===== src/rtl/regbank_param.sv =====
// Parametrised CSR bank: NUM_REGS registers of DATA_W bits at BASE_ADDR + i*ADDR_STRIDE.
// Per-register access mode (RW, RO, W1C, WO-pulse), unmapped-address error flags and a
// registered interrupt summary over all W1C bits. Read and write paths are independent.
module regbank_param #(
  parameter int                         DATA_W      = 32,
  parameter int                         ADDR_W      = 16,
  parameter int                         NUM_REGS    = 8,
  parameter logic [ADDR_W-1:0]          BASE_ADDR   = '0,
  parameter int                         ADDR_STRIDE = 4,
  parameter logic [2*NUM_REGS-1:0]      REG_MODE    = '0,
  parameter logic [NUM_REGS*DATA_W-1:0] RST_VAL     = '0
) (
  input  logic                         clk,
  input  logic                         rstb,
  input  logic                         wr_en,
  input  logic [ADDR_W-1:0]            wr_addr,
  input  logic [DATA_W/8-1:0]          be,
  input  logic [DATA_W-1:0]            wdata,
  output logic                         wr_ack,
  output logic                         wr_err,
  input  logic                         rd_en,
  input  logic [ADDR_W-1:0]            rd_addr,
  output logic [DATA_W-1:0]            rdata,
  output logic                         rd_rdy,
  output logic                         rd_err,
  output logic [NUM_REGS*DATA_W-1:0]   reg_q,
  input  logic [NUM_REGS*DATA_W-1:0]   hw_val,
  input  logic [NUM_REGS*DATA_W-1:0]   hw_set,
  output logic                         irq
);

  localparam int              BE_W   = DATA_W / 8;
  localparam int              SHIFT  = $clog2(ADDR_STRIDE);
  localparam logic [ADDR_W-1:0] S_MASK = ADDR_W'(ADDR_STRIDE - 1);
  localparam logic [ADDR_W-1:0] N_REGS = ADDR_W'(NUM_REGS);
  localparam logic [1:0] M_RW  = 2'd0;
  localparam logic [1:0] M_RO  = 2'd1;
  localparam logic [1:0] M_W1C = 2'd2;
  localparam logic [1:0] M_WO  = 2'd3;

  logic [ADDR_W-1:0]   wr_off, rd_off, wr_idx, rd_idx;
  logic                wr_hit, rd_hit, wr_ro;
  logic [DATA_W-1:0]   bmask, wmasked, rd_val;
  logic [NUM_REGS-1:0] wr_sel;
  logic                w1c_any;

  // Address decode: aligned offset from BASE_ADDR with an in-range index is a hit
  always_comb begin
    wr_off = wr_addr - BASE_ADDR;
    rd_off = rd_addr - BASE_ADDR;
    wr_idx = wr_off >> SHIFT;
    rd_idx = rd_off >> SHIFT;
    wr_hit = (wr_addr >= BASE_ADDR) && ((wr_off & S_MASK) == '0) && (wr_idx < N_REGS);
    rd_hit = (rd_addr >= BASE_ADDR) && ((rd_off & S_MASK) == '0) && (rd_idx < N_REGS);
  end

  // Byte-enable expansion and per-register write select
  always_comb begin
    bmask = '0;
    for (int k = 0; k < BE_W; k++) bmask[8*k +: 8] = {8{be[k]}};
    wmasked = wdata & bmask;
    wr_sel  = '0;
    wr_ro   = 1'b0;
    for (int i = 0; i < NUM_REGS; i++) begin
      if (wr_en && wr_hit && (wr_idx == ADDR_W'(i))) begin
        wr_sel[i] = 1'b1;
        if (REG_MODE[2*i +: 2] == M_RO) wr_ro = 1'b1;
      end
    end
  end

  for (genvar i = 0; i < NUM_REGS; i++) begin : g_reg
    localparam logic [1:0] MODE = REG_MODE[2*i +: 2];
    if (MODE == M_RO) begin : g_ro
      // RO registers expose the live hardware value; there is no storage
      assign reg_q[i*DATA_W +: DATA_W] = hw_val[i*DATA_W +: DATA_W];
    end else begin : g_st
      logic [DATA_W-1:0] q;
      // Register update by mode; W1C set strobes take priority over a same-cycle clear
      always_ff @(posedge clk or negedge rstb) begin
        if (!rstb) begin
          q <= (MODE == M_WO) ? '0 : RST_VAL[i*DATA_W +: DATA_W];
        end else begin
          case (MODE)
            M_RW:    if (wr_sel[i]) q <= (q & ~bmask) | wmasked;
            M_W1C:   q <= (q & ~(wr_sel[i] ? wmasked : '0)) | hw_set[i*DATA_W +: DATA_W];
            default: q <= wr_sel[i] ? wmasked : '0;
          endcase
        end
      end
      assign reg_q[i*DATA_W +: DATA_W] = q;
    end
  end

  // hw_set only matters for W1C slots; the reduction keeps the full port referenced
  logic unused_hw_set;
  assign unused_hw_set = ^hw_set;

  // Read mux and W1C summary; WO registers always read back as zero
  always_comb begin
    rd_val  = '0;
    w1c_any = 1'b0;
    for (int i = 0; i < NUM_REGS; i++) begin
      if ((rd_idx == ADDR_W'(i)) && (REG_MODE[2*i +: 2] != M_WO))
        rd_val = reg_q[i*DATA_W +: DATA_W];
      if (REG_MODE[2*i +: 2] == M_W1C)
        w1c_any = w1c_any | (|reg_q[i*DATA_W +: DATA_W]);
    end
  end

  // Write response: one-cycle ack, error on unmapped or read-only target
  always_ff @(posedge clk or negedge rstb) begin
    if (!rstb) begin
      wr_ack <= 1'b0;
      wr_err <= 1'b0;
    end else begin
      wr_ack <= wr_en;
      wr_err <= wr_en && (!wr_hit || wr_ro);
    end
  end

  // Read response: data captured at the rd_en edge, zero whenever rd_rdy is low
  always_ff @(posedge clk or negedge rstb) begin
    if (!rstb) begin
      rd_rdy <= 1'b0;
      rd_err <= 1'b0;
      rdata  <= '0;
    end else begin
      rd_rdy <= rd_en;
      rd_err <= rd_en && !rd_hit;
      rdata  <= (rd_en && rd_hit) ? rd_val : '0;
    end
  end

  // Interrupt summary follows the stored W1C state one cycle later
  always_ff @(posedge clk or negedge rstb) begin
    if (!rstb) irq <= 1'b0;
    else       irq <= w1c_any;
  end

endmodule


===== config.mk =====
export PLATFORM = sky130hd
export DESIGN_NAME = regbank_param
export DESIGN_NICKNAME = d
export VERILOG_FILES = /design/src/rtl/regbank_param.sv
export SDC_FILE = /design/constraint.sdc
export NUM_CORES = 1
export LEC_CHECK = 0
export ABC_CLOCK_PERIOD_IN_PS = 1960
export CORE_AREA = 2 2 337 339
export DETAILED_ROUTE_END_ITERATION = 12
export DIE_AREA = 0 0 339 341
export GPL_TIMING_DRIVEN = 0
export PLACE_DENSITY_LB_ADDON = 0.2
export SYNTH_ARGS = -nofsm -noshare
export SYNTH_HDL_FRONTEND = slang
export SYNTH_SLANG_ARGS = --single-unit

===== constraint.sdc =====
create_clock -name clk -period 1.96 [get_ports clk]
set_input_delay 0.196 -clock clk [delete_from_list [all_inputs] [get_ports clk]]
set_output_delay 0.196 -clock clk [all_outputs]
set_load 0.02 [all_outputs]

* Yosys cells after proc, flatten, opt, wreduce, memory -nomap -nowiden
Index checks and enable logic that the tools add are counted.
** Word-level totals
- Word-level logic and storage cells :: 88
- Register bits :: 292
** Cells by class
- Mux-type cells :: 17
- Bitwise logic cells :: 18
- Order comparisons :: 4
- Reduce and logical (&&, ||, !) cells :: 22
- Eq/ne operators :: 14
** Operator list (count)
- $and 32x32->32 :: 9
- $mux 32 :: 9
- $or 32x32->32 :: 8
- $eq 14x3->1 const B :: 8
- $logic_not 16->1 :: 4
- $eq 14x2->1 const B :: 4
- $ge 16x1->1 const B :: 2
- $not 32->32 :: 1
- $eq 14x1->1 const B :: 2
- $lt 14x4->1 const B :: 2
- $logic_and 1x1->1 :: 16
- $mux 1 :: 8
- $logic_not 1->1 :: 2

* Depth between registers and ports, before layout
Gate-level depths: netlist of run 1.
- Word-level depth :: 10
- Gate-level depth with buffers :: 8
- Depth with buffers taken out :: 5

* Worst setup path before layout of run 1
No wires, ideal clock.
- Path type :: input-to-reg
- Start :: input rd_addr[11]
- End :: register rdata[23]
- Setup slack :: -0.064 ns
- Arrival time :: 1.898 ns
- Setup time :: 0.126 ns
- Required time :: 1.834 ns
- Cell stages on the path :: 6
- Buffers on the path :: 1
- Cells stage by stage :: or4_1 buf_2 nor4_4 nand2_1 and3_1 a221o_1
** On the way
- Longest elaborated chain between the ends :: 10
- Elaborated cells on any way between the ends :: 22
** RTL lines
- from (decl) :: RTL line 22 : input logic [ADDR_W-1:0] rd_addr,
- $logic_not 16->1 :: RTL line 104 : if ((rd_idx == ADDR_W'(i)) && (REG_MODE[2*i +: 2] != M_WO))
- $mux 32 (8 in series) :: RTL line 104
- $mux 32 (*) :: RTL line 131 : rdata <= (rd_en && rd_hit) ? rd_val : '0;
- to (signal assigned) :: RTL line 131
- to (decl) :: RTL line 23 : output logic [DATA_W-1:0] rdata,
Mark *: on every way between the ends. The rest lies on a longest branch, timed or not.
A chain may end at the register's enable or synchronous reset.

* Worst setup path after layout of run 1
- Start :: input rd_addr[4]
- End :: register rdata[23]
Same word-level chain as after synthesis.

==> results of run 1 <==
==> routing by layer <==
metal / wire, um / global-route usage / share of wire / vias up
met5: 126 / 0 / 0.0014 / -
met4: 2220 / 0.0387 / 0.025 / 20
li1: - / - / - / 4721
met2: 41900 / 0.249 / 0.46 / 408
met3: 8190 / 0.0617 / 0.091 / 104
met1: 38000 / 0.184 / 0.42 / 5930
==> report_power, final <==
group	internal, mW	switching [mW]	total [mW]
Clock	4.08	2.89	6.98
Sequential	6.04	0.00143	6.04
Combinational	0.286	0.611	0.897
==> layout make-up <==
class,instances,area (um2),area share
sequential,292,7310,0.336
multi-input combinational,623,6140,0.283
timing repair buffer,445,4660,0.215
tap,1500,1880,0.0864
clock buffer,63,1170,0.0538
buffer,46,469,0.0216
clock inverter,8,52.6,0.00242
inverter,6,26.3,0.00121
antenna,4,10.0,0.000461
==> worst max path at each step <==
| stage | startpoint | end | slack [ns] | cells past startpoint |
|---|---|---|---|---|
| final | rd_addr[4] | rdata[23] | -0.004 | 6 |
| after global routing | rd_addr[6] | rdata[20] | -0.02 | 9 |
| after CTS | flip-flop | reg_q[234] | 0.0003 | 1 |
| after detailed placement | rd_en | rdata[30] | -3.54 | 7 |
| after global placement | rstb | async pin | -13.13 | 1 |
| after floorplan | wr_addr[1] | flip-flop | -0.007 | 5 |
==> placed cells by master (no fill, tap or decap), types with 6 or more instances in the layout <==
master           Yosys  layout
clkdlybuf4s50_1      0     317
dfrtp_1            292     292
mux2_1             239     239
buf_4                1      51
clkbuf_16            0      43
mux2_2              39      39
buf_12               0      31
dlygate4sd2_1        0      31
nand2_1             33      30
a22oi_1             28      27
o211ai_1            23      23
nor3_4               0      21
clkbuf_1            31      19
nand3_4              0      18
o21ai_0             17      17
a221o_1             17      17
o22ai_1             18      17
clkbuf_8             0      14
a21oi_1             17      14
nor2_1              16      11
dlymetal6s2s_1       0      11
nand4_1             10      10
nand3_1             30      10
o21ai_1              9       9
buf_6                0       8
o221ai_1            10       8
buf_8                0       7
mux2i_1              6       6
a221oi_1             7       6
buf_1               11       6
==> through the flow <==
step	area, um2	TNS (ns)	instances	utilization
floorplan	13100	-0.325	974	-
global placement	18600	-4372.45	2836	0.166
detailed placement	18700	-553.89	2843	0.167
CTS	21500	0	2973	0.192
global route	21700	-0.0188	2984	0.194
finish	21700	-0.00405	2987	0.194
==> logic make-up (layout without fill, tap and decap cells) <==
logic type | Yosys count | count (layout) | share of synthesized area
AND/OR/NAND/NOR | 157 | 157 | 0.0731
other | 1 | 5 | 0.000288
AO/OA/AOI/OAI | 180 | 180 | 0.102
flip-flops | 292 | 292 | 0.560
multiplexers | 285 | 285 | 0.246
buffers and inverters | 59 | 568 | 0.0182
==> what timing repair did <==
| item | in CTS | in global routing |
|---|---|---|
| hold endpoints to repair | 83 | 0 |
| resized for setup | 231 | 41 |
| endpoints found under the setup margin | 312 | 186 |
| hold buffers | 1 | 0 |
| setup buffers | 62 | 11 |
| gates cloned | 1 | 1 |
| pin swaps | 35 | 16 |
==> impl_metrics.csv, run 1 <==
group,metric,value,unit
setup_path,path_buf_inv,2,
worst_hold_path,holdCritStartpoint,"rd_en",
finish,fin_nets,2038,
clocking,cts.sinks,292,
setup_path,cp_max_fo,9,
sta,fin_crit,1.96,ns
global_routing,grt_start_max_net_pins,107,
floorplan,rows,123,
sta,max_slew_margin,0.372,
placed_design,port_buffers,362,
route,ant_nets,0,
route,drcViolationCount,0,
clocking,htree_levels,2,
floorplan,core_area,0.112,mm2
floorplan,io_pins,877,
sta,tightest_slew,0.942,ns
route,drtIter0Drc,579,
yosys,syn_nets,1558,
route,via_count,11183,
worst_hold_path,hp-class,"in2reg",
power,power,13.9,mW
yosys,synth_top_area_frac,0.560,
finish,layout-drive-gt1-share,0.204,
placed_design,gp_congestion,0.764,
clocking,clk_root_buffer_cell,"clkbuf_16",
setup_path,slowest_delay,0.65,ns
yosys,avgSynthCellArea,13.4,um2
clocking,cts_tree,"built",
finish,syn2layout_area_growth,66.5,%
setup_path,critPathLaunchType,"input port",
floorplan,initial_core_util,0.117,
yosys,ys_top_cells_by_area,"dfrtp_1 (56%), mux2_1 (21%), mux2_2 (3.4%)",
setup_path,reg2reg_depth,5,
worst_hold_path,hold_depth,1,
route,firstDrtPassIters,5,
floorplan,die_w,339,um
finish,fillerInstances,12205,
placed_design,dpl.hpwl,68700,um
setup_path,path_class,"in2reg",
route,wl_per_cell,30.3,um
global_routing,globalRouteOverflowTotal,0,
worst_hold_path,hold_path_end,"rd_rdy",
yosys,ys_ff_latch,292,
yosys,yosysMostFrequentCell,"dfrtp_1",
floorplan,die-area,0.116,mm2
yosys,synth_area,0.0130,mm2
yosys,synth_cell_types,59,
run_status,violations,"negative setup slack",
sta,rsz0062_at_grt,"yes",
global_routing,grtUsageTotal,0.152,
sta,timing.hold.ws,0.147,ns
sta,drv_slew,0,
yosys,synthFlopType,"dfrtp_1",
route,vias_per_cell,3.74,
sta,hold_violations,0,
yosys,post-synth-top-area-cell,"dfrtp_1",
route,routed_wl,90400,um
setup_path,crit_slowest_cell,"o2111ai_1",
sta,setup_ws,-0.00405,ns
placed_design,pre_cts_ws,-3.54,ns
yosys,synthArstFlopShare,1.00,
power,vdd_drop_max,0.592,mV
floorplan,die_y,341,um
clocking,clock_latency,0.56,ns
yosys,syn_inst,974,
yosys,synth_edf_count,0,
global_routing,antenna_found_initial,20,
setup_path,arrival,2.40,ns
global_routing,grt_pass1_vias,11956,
sta,fmax,509,MHz
clocking,cts.reportedPaths.clkPinSlew,0.06,ns
power,powerDensity,641,mW/mm2
yosys,ys_seq_area_frac,0.560,
clocking,numCtsBuffers,40,
clocking,clock_path_buffers,3,
yosys,yosys-top-cells-count,"dfrtp_1 (292), mux2_1 (239), mux2_2 (39)",
setup_path,path_delay_family,"compound AO/OA/AOI/OAI gates",
global_routing,grt_first_pass_wirelength,118000,um
setup_path,required,2.40,ns
sta,period_share,1.00,
setup_path,crit_path_end_kind,"flip-flop",
setup_path,reg2reg_slack,0.12,ns
setup_path,worstPathCellList,"clkbuf_2, inv_1, o2111ai_1, o221ai_1, a21o_1, a221o_1",
run_status,status,"finished with violations",
sta,finClkSkew,0.0270,ns
setup_path,reg2reg_to,"rdata[23]",
power,leakagePower,9.68,nW
flow_run,drv_cap,0,
sta,setup_viol,1,
yosys,yosys_warnings,0,
No activity file was read; power rests on OpenSTA's default activity.
==> inputs of run 2 (changes only) <==
- TNS_END_PERCENT: unset -> 30
==> run 2 against run 1 <==
The run still ends with negative setup slack left. Flip-flop and latch count stayed put. Clock power hardly changed. Die area stayed put.
==> impl_metrics.csv, run 2 (synthesis results as in run 1) <==
group,metric,value,unit
run_status,status,"finished with violations",
run_status,violations,"negative setup slack",
floorplan,rows,123,
power,comb_power_share,0.064,
setup_path,critPathLaunchType,"input port",
clocking,clock_latency,0.56,ns
floorplan,core_area,0.112,mm2
floorplan,die_w,339,um
route,ant_nets,0,
flow_run,drv_cap,0,
sta,fin_crit,1.98,ns
finish,final_cell_mix,"clkdlybuf4s50_1 (317), dfrtp_1 (292), mux2_1 (239), buf_4 (56), clkbuf_16 (43)",
floorplan,initial_core_util,0.117,
route,drtIter0Drc,508,
sta,hold_violations,0,
power,p_sw,3.52,mW
sta,rsz0062_at_grt,"yes",
route,firstDrtPassIters,5,
route,via_count,11175,
placed_design,dpl.hpwl,68700,um
route,drcViolationCount,0,
sta,fmax,506,MHz
sta,period_share,1.01,
finish,final_cell_count_no_fill,2988,
finish,final_common_cell,"clkdlybuf4s50_1",
floorplan,die-area,0.116,mm2
power,internal_power,10.4,mW
route,wl_per_cell,30.3,um
setup_path,required,2.40,ns
clocking,numCtsBuffers,40,
sta,max_slew_margin,0.357,
clocking,cts.sinks,292,
sta,setup_ws,-0.0156,ns
route,routed_wl,90400,um
finish,final_core_util,0.194,
clocking,htree_levels,2,
setup_path,arrival,2.42,ns
sta,setup_viol,5,
power,vdd_drop_max,0.593,mV
power,clockPowerShare,0.502,
setup_path,cp_max_fo,8,
setup_path,crit_path_end_kind,"flip-flop",
global_routing,grt_first_pass_wirelength,118000,um
global_routing,grt_pass1_vias,11946,
sta,finClkSkew,0.0252,ns
power,leakagePower,9.69,nW
placed_design,port_buffers,362,
global_routing,grtUsageTotal,0.152,
setup_path,path_class,"in2reg",
clocking,clock_path_buffers,3,
sta,tightest_slew,0.965,ns
placed_design,gp_congestion,0.764,
placed_design,placed_area,0.0187,mm2
route,vias_per_cell,3.74,
clocking,cts_tree,"built",
power,p_sw_frac,0.253,
clocking,clk_root_buffer_cell,"clkbuf_16",
global_routing,antenna_found_initial,20,
finish,fin_nets,2041,
floorplan,io_pins,877,
power,seqPwrFrac,0.434,
global_routing,grt_start_max_net_pins,107,
placed_design,place_inst,2843,
worst_hold_path,hp-class,"in2reg",
sta,drv_slew,0,
finish,fin_area,0.0217,mm2
clocking,cts.reportedPaths.clkPinSlew,0.06,ns
floorplan,die_y,341,um
power,powerDensity,641,mW/mm2
finish,syn2layout_area_growth,66.6,%
global_routing,globalRouteOverflowTotal,0,
finish,layout-drive-gt1-share,0.206,
==> run 2: changes by cell type in the layout (fill, tap and decap cells not counted), sizes merged <==
| cell | before | now |
|---|---|---|
| buf | 108 | 110 |
| clkbuf | 83 | 84 |
| diode | 4 | 2 |
==> run 2: metrics by stage <==
step           setup slack, ns  total power, mW  hold slack (ns)   TNS, ns
6_report               -0.0156             13.9            0.146   -0.0478
5_1_grt                -0.0188             14.5            0.133   -0.0294
4_1_cts               0.000336             14.2           0.0950         0
3_5_place_dp             -3.54             6.93            0.289   -553.89
3_3_place_gp            -13.13             6.90            0.497  -4372.45
2_1_floorplan         -0.00653             6.31          -0.0996    -0.325
==> run 2: area by class of cell <==
cell class,instances,area (um2)
Antenna cell,2,5.00
Buffer,46,469
Timing Repair Buffer,448,4680
Multi-Input combinational cell,623,6140
Clock inverter,8,52.6
Sequential cell,292,7310
Tap cell,1500,1880
Fill cell,12206,90200
Clock buffer,63,1170
Inverter,6,26.3
==> run 2: path summary, 6_finish.rpt <==
check | from | to | slack [ns] | depth (start not counted)
worst max-delay path | wr_addr[8] | flip-flop | -0.02 | 7
worst min-delay path | rd_en | rd_rdy | 0.15 | 1
worst max register to register | flip-flop | rdata[23] | 0.12 | 5
worst min register to register | flip-flop | flip-flop | 0.51 | 1
max in group asynchronous | rstb | async pin | 0.63 | 3
min in group asynchronous | rstb | rd_rdy | 0.26 | 2
==> run 2: critical path: stages <==
cell and delay, ns:
clkdlybuf4s50_1 0.46, nor3_4 0.54, nand2_1 0.18, nor2_4 0.20, buf_12 0.17, nand3_4 0.24
mux2_1 0.40
==> run 2: repair_timing <==
| item | CTS | global route |
|---|---|---|
| buffers inserted | 61 | 15 |
| setup endpoints to repair | 312 | 92 |
| endpoints found under the hold margin | 83 | 0 |
| hold buffers | 1 | 0 |
| resized for setup | 232 | 36 |
| pin swaps | 36 | 11 |
| gates cloned | 1 | 1 |
==> run 2: metal layers <==
metal	GRT usage	vias to the layer above	wire length, um
met5	0	-	123
met4	0.0387	20	2270
met3	0.0618	105	8210
met2	0.249	429	41800
met1	0.184	5905	38000
li1	-	4716	-
==> run 2: power by group through the flow <==
stage	clock network (mW)	registers [mW]	logic (mW)
6_report	6.99	6.04	0.898
5_1_grt	7.47	6.03	0.957
4_1_cts	7.26	6.04	0.908
3_5_place_dp	0	6.14	0.784
3_3_place_gp	0	6.15	0.750
2_1_floorplan	0	6.15	0.161
